[src/rtl/alu_pkg.sv]
// alu_pkg: shared definitions for the ALU command front-end.
// Contents: default data width, 3-bit ALU opcodes, sequencer FSM state type.
package alu_pkg;

    localparam int unsigned ALU_W = 32;

    localparam logic [2:0] OP_ADD  = 3'b000;
    localparam logic [2:0] OP_SUB  = 3'b001;
    localparam logic [2:0] OP_INC  = 3'b010;
    localparam logic [2:0] OP_DEC  = 3'b011;
    localparam logic [2:0] OP_PASS = 3'b100;
    localparam logic [2:0] OP_NOT  = 3'b101;
    localparam logic [2:0] OP_DIV  = 3'b110;
    localparam logic [2:0] OP_AND  = 3'b111;

    typedef enum logic [1:0] {
        StIdle = 2'd0,
        StBusy = 2'd1,
        StResp = 2'd2
    } state_t;

endpackage

[src/rtl/alu_cmd_fifo.sv]
// alu_cmd_fifo: synchronous FIFO holding packed ALU commands.
// Ports:
//   i_clk, i_rst_n       clock, asynchronous active-low reset
//   i_push, i_wdata      write request and data (ignored when full)
//   i_pop                read request (ignored when empty)
//   o_rdata              head entry, valid whenever o_empty is 0
//   o_full, o_empty      occupancy flags
//   o_count              number of stored entries, 0..DEPTH
module alu_cmd_fifo #(
    parameter int unsigned DEPTH = 4,
    parameter int unsigned WIDTH = 8
) (
    input  logic                         i_clk,
    input  logic                         i_rst_n,
    input  logic                         i_push,
    input  logic [WIDTH-1:0]             i_wdata,
    input  logic                         i_pop,
    output logic [WIDTH-1:0]             o_rdata,
    output logic                         o_full,
    output logic                         o_empty,
    output logic [$clog2(DEPTH+1)-1:0]   o_count
);

    localparam int unsigned PW   = $clog2(DEPTH);
    localparam int unsigned CNTW = $clog2(DEPTH + 1);

    logic [WIDTH-1:0] r_mem [DEPTH];
    logic [PW-1:0]    r_wptr;
    logic [PW-1:0]    r_rptr;
    logic [CNTW-1:0]  r_count;
    logic             w_push;
    logic             w_pop;

    assign o_full  = (r_count == CNTW'(DEPTH));
    assign o_empty = (r_count == '0);
    assign o_count = r_count;
    assign o_rdata = r_mem[r_rptr];

    assign w_push = i_push && !o_full;
    assign w_pop  = i_pop && !o_empty;

    // DEPTH is a power of two, so pointers wrap by natural overflow.
    always_ff @(posedge i_clk or negedge i_rst_n) begin
        if (!i_rst_n) begin
            r_wptr  <= '0;
            r_rptr  <= '0;
            r_count <= '0;
        end else begin
            if (w_push) r_wptr <= r_wptr + PW'(1);
            if (w_pop)  r_rptr <= r_rptr + PW'(1);
            if (w_push && !w_pop) begin
                r_count <= r_count + CNTW'(1);
            end else if (w_pop && !w_push) begin
                r_count <= r_count - CNTW'(1);
            end
        end
    end

    always_ff @(posedge i_clk) begin
        if (w_push) r_mem[r_wptr] <= i_wdata;
    end

endmodule

[src/rtl/alu_cmd_sequencer.sv]
// alu_cmd_sequencer: buffers ALU commands and issues them one at a time.
// Ports:
//   i_clk, i_rst_n                     clock, asynchronous active-low reset
//   i_cmd_valid/o_cmd_ready            command handshake (ready = FIFO not full)
//   i_cmd_a, i_cmd_b, i_cmd_op         command operands and opcode
//   o_alu_a, o_alu_b, o_alu_op, o_alu_en   registered ALU drive
//   i_alu_res, i_alu_ack               ALU result and completion
//   o_rsp_valid/i_rsp_ready            response handshake
//   o_rsp_res, o_rsp_op, o_rsp_err     response payload (res=0 on error)
// Divide-by-zero is answered without touching the ALU; a missing ack aborts
// the command after TIMEOUT enabled cycles.
module alu_cmd_sequencer
    import alu_pkg::*;
#(
    parameter int unsigned W       = ALU_W,
    parameter int unsigned DEPTH   = 4,
    parameter int unsigned TIMEOUT = 15
) (
    input  logic         i_clk,
    input  logic         i_rst_n,
    input  logic         i_cmd_valid,
    output logic         o_cmd_ready,
    input  logic [W-1:0] i_cmd_a,
    input  logic [W-1:0] i_cmd_b,
    input  logic [2:0]   i_cmd_op,
    output logic [W-1:0] o_alu_a,
    output logic [W-1:0] o_alu_b,
    output logic [2:0]   o_alu_op,
    output logic         o_alu_en,
    input  logic [W-1:0] i_alu_res,
    input  logic         i_alu_ack,
    output logic         o_rsp_valid,
    input  logic         i_rsp_ready,
    output logic [W-1:0] o_rsp_res,
    output logic [2:0]   o_rsp_op,
    output logic         o_rsp_err
);

    localparam int unsigned FW   = 2 * W + 3;
    localparam int unsigned CW   = (TIMEOUT > 1) ? $clog2(TIMEOUT) : 1;
    localparam int unsigned CNTW = $clog2(DEPTH + 1);

    state_t          r_state, w_state_nxt;
    logic [W-1:0]    r_alu_a, w_alu_a_nxt;
    logic [W-1:0]    r_alu_b, w_alu_b_nxt;
    logic [2:0]      r_alu_op, w_alu_op_nxt;
    logic            r_alu_en, w_alu_en_nxt;
    logic [W-1:0]    r_rsp_res, w_rsp_res_nxt;
    logic [2:0]      r_rsp_op, w_rsp_op_nxt;
    logic            r_rsp_err, w_rsp_err_nxt;
    logic [CW-1:0]   r_cnt, w_cnt_nxt;

    logic            w_push;
    logic            w_pop;
    logic            w_fifo_full;
    logic            w_fifo_empty;
    logic [CNTW-1:0] w_unused_fifo_count;
    logic [FW-1:0]   w_head;
    logic [2:0]      w_head_op;
    logic [W-1:0]    w_head_a;
    logic [W-1:0]    w_head_b;

    // Ready comes from registered occupancy only: no push while full, even on a pop.
    assign o_cmd_ready = !w_fifo_full;
    assign w_push      = i_cmd_valid && !w_fifo_full;

    assign w_head_op = w_head[FW-1 -: 3];
    assign w_head_a  = w_head[2*W-1 -: W];
    assign w_head_b  = w_head[W-1:0];

    alu_cmd_fifo #(
        .DEPTH (DEPTH),
        .WIDTH (FW)
    ) u_fifo (
        .i_clk   (i_clk),
        .i_rst_n (i_rst_n),
        .i_push  (w_push),
        .i_wdata ({i_cmd_op, i_cmd_a, i_cmd_b}),
        .i_pop   (w_pop),
        .o_rdata (w_head),
        .o_full  (w_fifo_full),
        .o_empty (w_fifo_empty),
        .o_count (w_unused_fifo_count)
    );

    always_comb begin
        w_state_nxt   = r_state;
        w_alu_a_nxt   = r_alu_a;
        w_alu_b_nxt   = r_alu_b;
        w_alu_op_nxt  = r_alu_op;
        w_alu_en_nxt  = r_alu_en;
        w_rsp_res_nxt = r_rsp_res;
        w_rsp_op_nxt  = r_rsp_op;
        w_rsp_err_nxt = r_rsp_err;
        w_cnt_nxt     = r_cnt;
        w_pop         = 1'b0;
        unique case (r_state)
            StIdle: begin
                if (!w_fifo_empty) begin
                    w_pop = 1'b1;
                    if (w_head_op == OP_DIV && w_head_b == '0) begin
                        w_rsp_op_nxt  = w_head_op;
                        w_rsp_res_nxt = '0;
                        w_rsp_err_nxt = 1'b1;
                        w_state_nxt   = StResp;
                    end else begin
                        w_alu_a_nxt  = w_head_a;
                        w_alu_b_nxt  = w_head_b;
                        w_alu_op_nxt = w_head_op;
                        w_alu_en_nxt = 1'b1;
                        w_cnt_nxt    = '0;
                        w_state_nxt  = StBusy;
                    end
                end
            end
            StBusy: begin
                // Ack is checked first so it wins over a coincident timeout.
                if (i_alu_ack) begin
                    w_rsp_res_nxt = i_alu_res;
                    w_rsp_op_nxt  = r_alu_op;
                    w_rsp_err_nxt = 1'b0;
                    w_alu_en_nxt  = 1'b0;
                    w_state_nxt   = StResp;
                end else if (r_cnt == CW'(TIMEOUT - 1)) begin
                    w_rsp_res_nxt = '0;
                    w_rsp_op_nxt  = r_alu_op;
                    w_rsp_err_nxt = 1'b1;
                    w_alu_en_nxt  = 1'b0;
                    w_state_nxt   = StResp;
                end else begin
                    w_cnt_nxt = r_cnt + CW'(1);
                end
            end
            StResp: begin
                if (i_rsp_ready) w_state_nxt = StIdle;
            end
            default: w_state_nxt = StIdle;
        endcase
    end

    always_ff @(posedge i_clk or negedge i_rst_n) begin
        if (!i_rst_n) begin
            r_state   <= StIdle;
            r_alu_a   <= '0;
            r_alu_b   <= '0;
            r_alu_op  <= '0;
            r_alu_en  <= 1'b0;
            r_rsp_res <= '0;
            r_rsp_op  <= '0;
            r_rsp_err <= 1'b0;
            r_cnt     <= '0;
        end else begin
            r_state   <= w_state_nxt;
            r_alu_a   <= w_alu_a_nxt;
            r_alu_b   <= w_alu_b_nxt;
            r_alu_op  <= w_alu_op_nxt;
            r_alu_en  <= w_alu_en_nxt;
            r_rsp_res <= w_rsp_res_nxt;
            r_rsp_op  <= w_rsp_op_nxt;
            r_rsp_err <= w_rsp_err_nxt;
            r_cnt     <= w_cnt_nxt;
        end
    end

    assign o_alu_a     = r_alu_a;
    assign o_alu_b     = r_alu_b;
    assign o_alu_op    = r_alu_op;
    assign o_alu_en    = r_alu_en;
    assign o_rsp_valid = (r_state == StResp);
    assign o_rsp_res   = r_rsp_res;
    assign o_rsp_op    = r_rsp_op;
    assign o_rsp_err   = r_rsp_err;

endmodule

[config.mk]
export PLATFORM = sky130hd
export DESIGN_NAME = alu_cmd_sequencer
export DESIGN_NICKNAME = d
export VERILOG_FILES = /design/src/rtl/alu_pkg.sv /design/src/rtl/alu_cmd_fifo.sv /design/src/rtl/alu_cmd_sequencer.sv
export SDC_FILE = /design/constraint.sdc
export NUM_CORES = 1
export LEC_CHECK = 0
export BUFFER_PORTS_ARGS = -buffer_cell sky130_fd_sc_hd__buf_2
export CAP_MARGIN = 25
export CORE_UTILIZATION = 51
export DETAILED_ROUTE_END_ITERATION = 16
export GPL_ROUTABILITY_DRIVEN = 0
export PLACE_DENSITY = 0.75
export SYNTH_ARGS = -nofsm -noshare
export SYNTH_HDL_FRONTEND = slang
export SYNTH_SLANG_ARGS = --single-unit
export TNS_END_PERCENT = 1
[constraint.sdc]
create_clock -name i_clk -period 2.8 [get_ports i_clk]
set_clock_uncertainty 0.15 [all_clocks]
set_input_delay 0.14 -clock i_clk [delete_from_list [all_inputs] [get_ports i_clk]]
set_output_delay 0.14 -clock i_clk [all_outputs]
set_load 0.02 [all_outputs]
== Word level (Yosys, flattened, before mapping) ==
Memories as Yosys holds them, arrays and structs flattened.
Index checks and enable logic that the tools add are counted.
Word-level totals
  register bits after elaboration: 117
  bits in writable memories: 268
  input port bits: 104
  output and inout port bits: 106
  memories kept: 1
Memories
  u_fifo.r_mem: words 4, bits a word 67, read ports 1, clocked after Yosys merged registers in 0, write ports 1, line alu_cmd_fifo.sv:27  | logic [WIDTH-1:0] r_mem [DEPTH];
Cells by class
  add/sub/neg operators: 5
  equal/unequal tests: 12
  multiplexer cells: 37
  bitwise operators: 2
  reductions and logical operators: 20
Operators with widths (number)
  two-way mux 32 bit: 4
  case mux 32 bit (2 select lines): 1
  zero test 32 bit: 1
  two-way mux 3 bit: 6
  two-way mux 4 bit: 4
  two-way mux 1 bit: 12
  two-way mux 2 bit: 5
  inequality test 2 bit, second input constant: 5
  case mux 4 bit (2 select lines): 1
  AND reduction 4 bit: 2
  == test 3 bit, second input constant: 2
  logical AND 1 bit: 6
  case mux 2 bit (3 select lines): 1
  case mux 3 bit (2 select lines): 1
  AND reduction 3 bit: 2
  AND reduction 5 bit: 1
  adder 2 x 1 -> 2 bit, second input constant: 2
  adder 4 x 1 -> 4 bit, second input constant: 1
  == test 4 bit, second input constant: 1
  zero test 1 bit: 4
  case mux 1 bit (2 select lines): 2
  nonzero test 2 bit: 2
  adder 3 x 1 -> 3 bit, second input constant: 1
  zero test 3 bit: 1
  7 further kinds: 8

== Longest topological paths before layout ==
Gate-level depths: netlist of the first run.
  word-level depth: 8
  gate-level depth with buffers: 10
  depth with buffers taken out: 9

== Cells and area by module ==
From an unflattened synthesis of the first run, not the netlist that was laid out.
Second synthesis, totals
  cell total of the unflattened synthesis: 685
  area total of the unflattened synthesis: 14496.4 µm²
By module, submodules not included
  alu_cmd_fifo: times used 1, cells each 387, area an instance 10094.7 µm²
  alu_cmd_sequencer: times used 1, cells each 298, area an instance 4401.7 µm²

== Worst setup path before layout of the first run ==
Ideal clock, no wire load.
  path kind: reg-to-reg
  from: reg u_fifo.r_rptr[0]
  to: reg r_alu_a[15], in the netlist o_alu_a[15]
  library setup time: 0.125 ns
  arrival: 2.781 ns
  slack: -0.255 ns
  cell stages (with the launch flop): 11
  cells stage by stage: dfrtp_1 > buf_2 > buf_2 > mux4_2 > nor4_1 > nand3_1 > or3_1 > nand2_1 > buf_4 > buf_4 > mux2_2
Between the ends
  word-level cells in the longest chain between the ends: 5
  elaborated cells on any way between the ends: 6
  those cells by class: eq/ne (1); bitwise (1); reduce/logical (3); memory (1)
RTL lines
  start: declaration: line alu_cmd_fifo.sv:29  | logic [PW-1:0] r_rptr;
  start signal: assignment: line alu_cmd_fifo.sv:50  | if (w_pop) r_rptr <= r_rptr + PW'(1);
  memory (4 x 67 bit) *
  zero test 32 bit or == test 3 bit (tied branches): line alu_cmd_sequencer.sv:101  | if (w_head_op == OP_DIV && w_head_b == '0) begin
  logical AND 1 bit: line alu_cmd_sequencer.sv:101
  inverter 1 bit (no source line)
  AND reduction 3 bit (no source line)
  end signal: assignment: line alu_cmd_sequencer.sv:154  | r_alu_a <= w_alu_a_nxt;
  end: declaration: line alu_cmd_sequencer.sv:44  | logic [W-1:0] r_alu_a, w_alu_a_nxt;
Mark *: on every way between the ends. The rest lies on a longest branch, timed or not.
A chain may end at the register's enable or synchronous reset.

== Worst setup path after layout of the first run ==
  from: reg u_fifo.r_rptr[0]
  to: reg r_rsp_res[9], in the netlist o_rsp_res[9]
Between the ends
  word-level cells in the longest chain between the ends: 5
  elaborated cells on any way between the ends: 6
  those cells by class: eq/ne (2); reduce/logical (3); memory (1)
RTL lines
  memory (4 x 67 bit) *
  zero test 32 bit or == test 3 bit (tied branches): line alu_cmd_sequencer.sv:101
  logical AND 1 bit *: line alu_cmd_sequencer.sv:101
  inequality test 2 bit (no source line) *
  AND reduction 4 bit (no source line) *
  end signal: assignment: line alu_cmd_sequencer.sv:158  | r_rsp_res <= w_rsp_res_nxt;
  end: declaration: line alu_cmd_sequencer.sv:48  | logic [W-1:0] r_rsp_res, w_rsp_res_nxt;
Marks and branches as above.

==> impl_metrics.env, run 1 <==
export IMPL_grt_max_degree=59
export IMPL_critPathKind="flop to flop"
export IMPL_drv_cap=0
export IMPL_grt_overflow_total=0
export IMPL_start_kind="flop"
export IMPL_cpPeakStageDelay_ps=570
export IMPL_start_util_pct=52.41
export IMPL_wl_met3_mm=2.269
export IMPL_p_seq_share_pct=39.7
export IMPL_netlist_instances=669
export IMPL_detail_route_antenna_nets=0
export IMPL_place_ws_ps=-466.8
export IMPL_wl_met2_mm=15.61
export IMPL_routed_wl_mm=31.49
export IMPL_outcome="finished, violations left"
export IMPL_mappedNetlistArea_sq_um=14240
export IMPL_wire_per_inst_um=21.51
export IMPL_worstPathArrival_ps=3520
export IMPL_p_total_mw=21.64
export IMPL_clock_power_share_pct=23.4
export IMPL_synth_fa_ha_area_share_pct=0.7555
export IMPL_drtIter0Drc=480
export IMPL_worst_path_most_repeated_cell="buf_12"
export IMPL_synth_compound_area_share_pct=3.488
export IMPL_synth_edff_count=268
export IMPL_drt_vias_per_instance=5.408
export IMPL_synth_area_mux_share_pct=15.26
export IMPL_coreArea_sq_um=27180
export IMPL_met1_length_mm=12.97
export IMPL_internal_power_mw=14.66
export IMPL_syn_nets=781
export IMPL_slew_violations=0
export IMPL_synth_top_family_by_area="multiplexers"
export IMPL_yosys_area_share_simple_pct=1.537
export IMPL_synthXorXnorAreaFrac_pct=0.4305
export IMPL_antenna_found_initial=2
export IMPL_drcViolationCount=0
export IMPL_relSlewSlack_pct=61.70
export IMPL_synth_cell_type_count=39
export IMPL_layout_setup_ws_ps=-476.6
export IMPL_final_min_clock_period_ps=3277
export IMPL_numPortBuffers=209
export IMPL_path_cells="buf_12 -> mux4_2 -> nor4_4 -> buf_4 -> nand3_1 -> or3_4 -> a211o_4 -> buf_12 -> a22o_1"
export IMPL_nets=1171
export IMPL_die_y_um=169.1
export IMPL_syn2layout_area_growth_pct=31.44
export IMPL_final_common_cell="edfxtp_1"
export IMPL_seq_area_frac_synth_pct=77.06
export IMPL_post_route_period_util_pct=117.0
export IMPL_cts_root_buf="clkbuf_16"
export IMPL_dp_hpwl_mm=18.88
export IMPL_clk_path_buf_depth=3
export IMPL_cts_tree="done"
export IMPL_grt_pass1_wl_mm=47.98
export IMPL_numCtsBuffers=40
export IMPL_clock_latency_ps=530
export IMPL_grt_pass1_vias=8561
export IMPL_worst_slew_pin_slew_ps=567.0
export IMPL_ys_flop_type="edfxtp_1"
export IMPL_highest_layer="met4"
export IMPL_clk_pin_slew_ps=60
export IMPL_cts_max_level=2
export IMPL_route_vias_total=7917
export IMPL_p_sw_mw=6.984
export IMPL_violations="negative setup slack"
export IMPL_max_freq_mhz=305.2
export IMPL_ir_drop_uv=731.0
export IMPL_cts_num_sinks=385
export IMPL_hold_viol=0
export IMPL_setup_viol=109
export IMPL_cpMaxStageDelayCell="mux4_2"
export IMPL_synth_warning_count=0
export IMPL_fp_dieW_um=169.1
export IMPL_required_ps=3040
export IMPL_fin_area_sq_um=18720
export IMPL_whs_ps=3.842
export IMPL_power_leakage_nw=7.282
export IMPL_track_usage_pct=22.38
export IMPL_hp_class="primary input to asynchronous set/reset pin"
export IMPL_synth_avg_cell_area_sq_um=21.29
export IMPL_place_area_sq_um=16250
export IMPL_path_max_fanout=33
export IMPL_async_flop_share_pct=30.39
export IMPL_final_cell_mix="268 x edfxtp_1, 208 x buf_2, 115 x dfrtp_1"
export IMPL_rsz0062_at_grt="yes"
export IMPL_cp_end_kind="flop"
export IMPL_swShare_pct=32.27
export IMPL_p_per_area_nw_per_um2=1156
export IMPL_drive_gt1_share_pct=43.49
export IMPL_firstDrtPassIters=5
export IMPL_ys_ff_latch=385
export IMPL_io_pins=210
export IMPL_die_area_sq_um=28600
export IMPL_rows=60
export IMPL_power_frac_comb_pct=36.9
## worst paths after layout
check / start / to / slack [ps] / cells past startpoint
worst max-delay path: u_fifo.r_rptr[0]$_DFFE_PN0P_ / o_rsp_res[9]$_DFFE_PN0P_ / -480 / 9
worst min-delay path: i_rst_n / o_alu_b[19]$_DFFE_PN0P_ / 4 / 2
worst max register to register: u_fifo.r_rptr[0]$_DFFE_PN0P_ / o_rsp_res[9]$_DFFE_PN0P_ / -480 / 9
worst min register to register: o_alu_a[21]$_DFFE_PN0P_ / o_alu_a[21]$_DFFE_PN0P_ / 340 / 1
max in group asynchronous: i_rst_n / r_cnt[0]$_DFFE_PN0P_ / 1710 / 3
min in group i_clk: i_rsp_ready / r_state[1]$_DFFE_PN0P_ / 210 / 3
## layout make-up
type,instances,area [sq um]
timing repair buffer,381,2788
sequential,385,10980
antenna,2,5.005
clock buffer,52,1099
fill,1739,8456
clock inverter,21,166.4
multi-input combinational,243,3184
inverter,8,30.03
tap,372,465.4
## stage by stage
| step | cells | setup TNS, ps | util (%) |
|---|---|---|---|
| 2_1_floorplan | 669 | -31480 | - |
| 3_3_place_gp | 1280 | -44940 | 59.80 |
| 3_5_place_dp | 1280 | -38220 | 59.80 |
| 4_1_cts | 1461 | -32860 | 68.74 |
| 5_1_grt | 1463 | -45690 | 68.88 |
| 6_report | 1464 | -38720 | 68.89 |
## power groups by stage
stage	combinational, mW	clock, mW	sequential (mW)
2_1_floorplan	4.04	0	9.45
3_3_place_gp	7.44	0	8.62
3_5_place_dp	7.59	0	8.65
4_1_cts	7.97	5.15	8.58
5_1_grt	8.53	5.36	8.74
6_report	7.98	5.07	8.59
## registers in the layout, indices dropped and copies added, names as in the netlist
name,flops
o_alu_a,32
o_alu_b,32
o_alu_en,1
o_alu_op,3
o_rsp_err,1
o_rsp_op,3
o_rsp_res,32
r_cnt,4
r_state,2
u_fifo.o_count,3
u_fifo.r_mem,268
u_fifo.r_rptr,2
u_fifo.r_wptr,2
## layer usage
metal	vias up	global-route usage [%]
met2	320	37.94
met5	-	0
met3	46	5.541
met1	4047	28.92
li1	3504	-
met4	0	6.306
## kinds of logic after synthesis
kind of cell	after synthesis
adder cells (fa/ha/maj)	8
XOR/XNOR	7
multiplexers	126
AO/OA/AOI/OAI	59
buffers and inverters	41
flip-flops	385
AND/OR/NAND/NOR	43
## repair_timing
item / 4_1_cts / 5_1_grt
pin swaps: 2 / 0
gates resized for setup: 9 / 3
setup buffers: 4 / 1
gates cloned: 1 / 0
hold buffers: 103 / 0
endpoints found under the hold margin: 411 / 0
setup endpoints to repair: 109 / 110
## cells in the mapped netlist (2+ instances only)
master,instances,share of area (%)
inv_1,8,0.21
nor4_1,6,0.26
xnor2_1,4,0.25
nor4b_1,2,0.12
buf_6,4,0.32
nand2_1,15,0.40
nor3_1,2,0.070
mux2_2,53,4.2
edfxtp_1,268,57
nand2b_1,2,0.088
buf_1,4,0.11
o21ai_0,3,0.11
dfrtp_1,117,21
mux4_2,67,11
nor2_1,5,0.13
a22o_1,44,2.7
nand3_1,2,0.070
and3_1,4,0.18
buf_4,4,0.21
buf_2,8,0.28
mux2_1,6,0.47
xor2_1,3,0.18
clkbuf_1,13,0.34
o2bb2ai_1,2,0.12
ha_1,7,0.61
a21oi_1,3,0.11
## critical path: cells and delay by family, from the launching register on
kind                   cells  cell delay, ps
buffers and inverters      3             510
and+or+nand+nor            3             840
DFF                        1             470
AOI/OAI and AO/OA          2             590
muxes                      1             570
No activity file was read; power rests on OpenSTA's default activity.
==> run 2: changes to the inputs <==
Settings changed: CORE_UTILIZATION 51 to 32, PLACE_DENSITY 0.75 to unset.
==> impl_metrics.env, run 2 (same netlist as run 1, synthesis figures left out) <==
export IMPL_clk_path_buf_depth=3
export IMPL_max_freq_mhz=305.4
export IMPL_ir_drop_uv=527.5
export IMPL_drive_gt1_share_pct=42.99
export IMPL_detail_route_antenna_nets=0
export IMPL_coreArea_sq_um=43460
export IMPL_clk_pin_slew_ps=60
export IMPL_rows=76
export IMPL_layout_setup_ws_ps=-474.4
export IMPL_hold_viol=0
export IMPL_critPathKind="flop to flop"
export IMPL_worstPathArrival_ps=3560
export IMPL_antenna_found_initial=5
export IMPL_post_route_period_util_pct=116.9
export IMPL_clock_latency_ps=550
export IMPL_cts_root_buf="clkbuf_16"
export IMPL_grt_max_degree=54
export IMPL_grt_overflow_total=0
export IMPL_route_vias_total=7781
export IMPL_die_area_sq_um=45360
export IMPL_relSlewSlack_pct=60.50
export IMPL_drcViolationCount=0
export IMPL_largest_reg_flops=268
export IMPL_final_common_cell="edfxtp_1"
export IMPL_dp_hpwl_mm=20.19
export IMPL_routed_wl_mm=32.48
export IMPL_final_cell_mix="268 x edfxtp_1, 208 x buf_2, 115 x dfrtp_1"
export IMPL_hp_class="primary input to flop"
export IMPL_nets=1170
export IMPL_slew_violations=0
export IMPL_syn2layout_area_growth_pct=33.71
export IMPL_die_y_um=213.0
export IMPL_drt_vias_per_instance=4.629
export IMPL_crit_start="u_fifo.r_rptr[0]$_DFFE_PN0P_"
export IMPL_rsz0062_at_grt="yes"
export IMPL_final_min_clock_period_ps=3274
export IMPL_numPortBuffers=209
export IMPL_grt_pass1_vias=8428
export IMPL_hold_start="i_cmd_a[23]"
export IMPL_numCtsBuffers=42
export IMPL_track_usage_pct=14.53
export IMPL_r2r_start="u_fifo.r_rptr[0]$_DFFE_PN0P_"
export IMPL_cp_end_kind="flop"
export IMPL_wire_per_inst_um=19.32
export IMPL_finalSetupTns_ps=-40810
export IMPL_outcome="finished, violations left"
export IMPL_violations="negative setup slack"
export IMPL_reg2reg_slack_ps=-470
export IMPL_firstDrtPassIters=7
export IMPL_cts_max_level=2
export IMPL_power_leakage_nw=7.304
export IMPL_path_max_fanout=32
export IMPL_required_ps=3080
export IMPL_setup_viol=108
export IMPL_start_util_pct=32.77
export IMPL_utilization_pct=43.82
export IMPL_cts_num_sinks=385
export IMPL_p_per_area_nw_per_um2=1145
export IMPL_drv_cap=0
export IMPL_cts_tree="done"
export IMPL_io_pins=210
export IMPL_worst_slew_pin_slew_ps=588.6
export IMPL_start_kind="flop"
export IMPL_fp_dieW_um=213.0
export IMPL_largest_register="u_fifo.r_mem"
export IMPL_drtIter0Drc=441
export IMPL_grt_pass1_wl_mm=48.88
run 2: path summary, 6_finish.rpt:
kind	endpoint	depth (start not counted)
setup reg to reg	o_rsp_res[15]$_DFFE_PN0P_	9
setup / recovery	o_rsp_res[15]$_DFFE_PN0P_	9
hold reg to reg	o_alu_a[21]$_DFFE_PN0P_	1
max in group asynchronous	u_fifo.r_rptr[0]$_DFFE_PN0P_	4
min in group asynchronous	o_rsp_res[17]$_DFFE_PN0P_	4
hold / removal	u_fifo.r_mem[0][55]$_DFFE_PP_	2
run 2: power by group:
group / internal (mW) / switching, mW
Sequential: 7.86 / 0.695
Combinational: 3.75 / 4.08
Clock: 3.19 / 2.23
Total: 14.8 / 7.00
run 2: layer usage:
| metal | part of all wire (%) | vias up | global-route usage [%] |
|---|---|---|---|
| li1 | - | 3501 | - |
| met1 | 41 | 4025 | 17.09 |
| met2 | 50 | 194 | 25.51 |
| met3 | 6.0 | 61 | 3.765 |
| met4 | 2.4 | 0 | 5.160 |
| met5 | 0 | - | 0 |
run 2: worst max-delay path, cell delays in order, from the launching register on:
cell,delay [ps]
dfrtp_4,460
buf_12,170
mux4_2,570
nor4_4,320
buf_4,160
nand4_1,130
or3_4,420
a211o_4,380
buf_12,170
a22o_1,200
run 2: cell type report:
class | count | area [sq um]
Antenna cell | 5 | 12.51
Fill cell | 3826 | 24410
Timing Repair Buffer | 378 | 2784
Sequential cell | 385 | 10980
Inverter | 8 | 30.03
Clock buffer | 56 | 1155
Multi-Input combinational cell | 243 | 3146
Tap cell | 585 | 732.0
Clock inverter | 21 | 201.4
run 2: repair_timing:
item,CTS,global route
pin swaps,2,1
resized for setup,7,0
buffers inserted,8,0
endpoints found under the setup margin,109,109
hold buffers,105,0
hold endpoints to repair,426,0
run 2: per-stage QoR:
stage | hold slack [ps] | std cells | total power, mW | instance area [sq um] | setup slack, ps
after floorplan | -305.6 | 669 | 13.48 | 14320 | -145.5
after global placement | -33.03 | 1486 | 16.26 | 16500 | -444.0
after detailed placement | -26.88 | 1486 | 16.41 | 16500 | -575.3
after CTS | 132.1 | 1676 | 22.20 | 19030 | -406.1
after global routing | 160.8 | 1681 | 23.00 | 19040 | -564.9
final | 181.3 | 1681 | 21.80 | 19040 | -474.4
==> run 3: changes to the inputs <==
Settings changed: ABC_AREA set to 1.
==> impl_metrics.env, run 3 <==
export IMPL_outcome="complete, no violations"
export IMPL_clk_pin_slew_ps=60
export IMPL_cpMaxStageDelayCell="dfrtp_4"
export IMPL_largest_register="u_fifo.r_mem"
export IMPL_n_fill_cell=4253
export IMPL_post_route_period_util_pct=91.91
export IMPL_largest_reg_flops=268
export IMPL_cts_tree="done"
export IMPL_final_cell_mix="372 x nand2_1, 268 x edfxtp_1, 208 x buf_2"
export IMPL_cpPeakStageDelay_ps=520
export IMPL_route_vias_total=10010
export IMPL_use_met1_pct=19.29
export IMPL_final_min_clock_period_ps=2573
export IMPL_worst_slew_pin_slew_ps=758.5
export IMPL_numPortBuffers=209
export IMPL_start_kind="flop"
export IMPL_nets=1680
export IMPL_drcViolationCount=0
export IMPL_path_delay_family="simple AND/OR/NAND/NOR gates"
export IMPL_crit_buf_inv=2
export IMPL_rows=78
export IMPL_synthTopCellsByArea="edfxtp_1 54%, dfrtp_1 20%, nand2_1 9.4%, o21ai_0 4.3%, nand3_1 2.7%"
export IMPL_cts_max_level=2
export IMPL_numCtsBuffers=42
export IMPL_syn2layout_area_growth_pct=28.72
export IMPL_netlist_instances=1248
export IMPL_path_cells="buf_12 -> nand2_1 -> nand3_1 -> nand2_1 -> nand4_1 -> nor2_1 -> nand3_1 -> nand3_4 -> buf_16 -> o21ai_0"
export IMPL_start_util_pct=32.54
export IMPL_drv_cap=0
export IMPL_synth_edff_count=268
export IMPL_firstDrtPassIters=4
export IMPL_seq_area_frac_synth_pct=74.16
export IMPL_async_flop_share_pct=30.39
export IMPL_worstPathArrival_ps=2850
export IMPL_drive_gt1_share_pct=19.55
export IMPL_hp_class="primary input to asynchronous set/reset pin"
export IMPL_ir_drop_uv=602.1
export IMPL_cp_end_kind="flop"
export IMPL_die_area_sq_um=47110
export IMPL_die_y_um=217.1
export IMPL_grt_use_met2_pct=26.09
export IMPL_yosysTopAreaCell="edfxtp_1"
export IMPL_fp_dieW_um=217.1
export IMPL_path_max_fanout=66
export IMPL_dp_hpwl_mm=21.68
export IMPL_synth_cell_type_count=28
export IMPL_cts_setup_buffers=0
export IMPL_grt_busiest_layer="met2"
export IMPL_setup_viol=0
export IMPL_final_common_cell="nand2_1"
export IMPL_track_usage_pct=15.44
export IMPL_required_ps=3070
export IMPL_antenna_found_initial=3
export IMPL_netlist_area_leader_share_pct=54.38
export IMPL_mappedNetlistArea_sq_um=14800
export IMPL_drtIter0Drc=632
export IMPL_drt_vias_per_instance=4.542
export IMPL_place_ws_ps=176.1
export IMPL_yosys_top_cells_count="372 x nand2_1, 268 x edfxtp_1, 127 x o21ai_0"
export IMPL_detail_route_antenna_nets=0
export IMPL_utilization_pct=41.89
export IMPL_coreArea_sq_um=45480
export IMPL_ys_flop_type="edfxtp_1"
export IMPL_clk_path_buf_depth=3
export IMPL_synth_warning_count=0
export IMPL_clock_latency_ps=560
export IMPL_rsz0062_at_grt="no"
export IMPL_max_freq_mhz=388.6
export IMPL_grt_overflow_total=0
export IMPL_layout_setup_ws_ps=226.6
export IMPL_ys_ff_latch=385
export IMPL_power_leakage_nw=7.939
export IMPL_p_per_area_nw_per_um2=1120
export IMPL_relSlewSlack_pct=49.43
export IMPL_synth_avg_cell_area_sq_um=11.86
export IMPL_hold_viol=0
export IMPL_io_pins=210
export IMPL_routed_wl_mm=35.76
export IMPL_wire_per_inst_um=16.23
export IMPL_grt_pass1_vias=10080
export IMPL_syn_nets=1360
export IMPL_slew_violations=0
export IMPL_cts_num_sinks=385
export IMPL_cts_root_buf="clkbuf_16"
export IMPL_critPathKind="flop to flop"
export IMPL_grt_pass1_wl_mm=56.25
export IMPL_use_met3_pct=3.103
export IMPL_grt_max_degree=71
export IMPL_synth_most_common_cell="nand2_1"
-- run 3: power breakdown --
part | switching [mW] | total [mW] | internal, mW
registers | 0.658 | 8.45 | 7.79
clock network | 2.21 | 5.29 | 3.08
logic | 5.19 | 7.59 | 2.41
total | 8.06 | 21.3 | 13.3
-- run 3: metal layers --
layer	share of wire [%]	vias up	wire length [um]
met5	0.036	-	13
met4	2.8	2	984
met3	5.8	68	2077
met2	49	278	17360
met1	43	4751	15320
li1	-	4907	-
-- run 3: path summary, 6_finish.rpt --
kind	cells after the start	slack, ps	from	to
hold / removal	2	50	i_rst_n	o_alu_b[0]$_DFFE_PN0P_
max in group asynchronous	3	1700	i_rst_n	o_alu_a[22]$_DFFE_PN0P_
setup reg to reg	10	230	u_fifo.r_rptr[0]$_DFFE_PN0P_	o_alu_a[28]$_DFFE_PN0P_
min in group i_clk	4	180	i_alu_res[29]	o_rsp_res[29]$_DFFE_PN0P_
hold reg to reg	2	310	o_rsp_res[2]$_DFFE_PN0P_	o_rsp_res[2]$_DFFE_PN0P_
setup / recovery	10	230	u_fifo.r_rptr[0]$_DFFE_PN0P_	o_alu_a[28]$_DFFE_PN0P_
-- run 3: worst register-to-register path, cell delays in order (launching register included) --
cell and delay [ps]:
dfrtp_4 520, buf_12 210, nand2_1 130, nand3_1 70, nand2_1 110, nand4_1 130, nor2_1 250, nand3_1 240
nand3_4 180, buf_16 230, o21ai_0 220
-- run 3: final cells by class --
cell class              count  area (sq um)  share of cell area, %
well taps                 600         750.7                  3.941
multi-input cells         736          3304                  17.35
repair buffers            342          2456                  12.89
inverters                  61         234.0                  1.228
clock buffers              57          1149                  6.030
diodes                      2         5.005                0.02627
flip-flops and latches    385         10980                  57.64
clock inverters            20         170.2                 0.8933
-- run 3: cell families after synthesis --
| group | synth area share [%] |
|---|---|
| AND/OR/NAND/NOR | 14.61 |
| flip-flops | 74.16 |
| AO/OA/AOI/OAI | 6.290 |
| buffers and inverters | 3.779 |
| adder cells (fa/ha/maj) | 0.7271 |
| XOR/XNOR | 0.3552 |
| multiplexers | 0.07609 |
-- run 3: metrics by stage --
stage | hold WS (ps) | power (mW) | area [sq um] | TNS [ps] | std cells
6_report | 50.36 | 21.33 | 19050 | 0 | 2203
5_1_grt | 104.7 | 22.81 | 19050 | 0 | 2202
4_1_cts | 53.70 | 21.62 | 19020 | 0 | 2201
3_5_place_dp | 96.27 | 16.12 | 16670 | 0 | 2021
3_3_place_gp | 86.13 | 15.96 | 16670 | 0 | 2021
2_1_floorplan | -305.6 | 13.37 | 14810 | -105610 | 1248
-- run 3: what timing repair did --
action	in CTS	in global routing
setup endpoints to repair	0	27
gates resized for setup	0	6
endpoints found under the hold margin	378	0
hold buffers	103	0
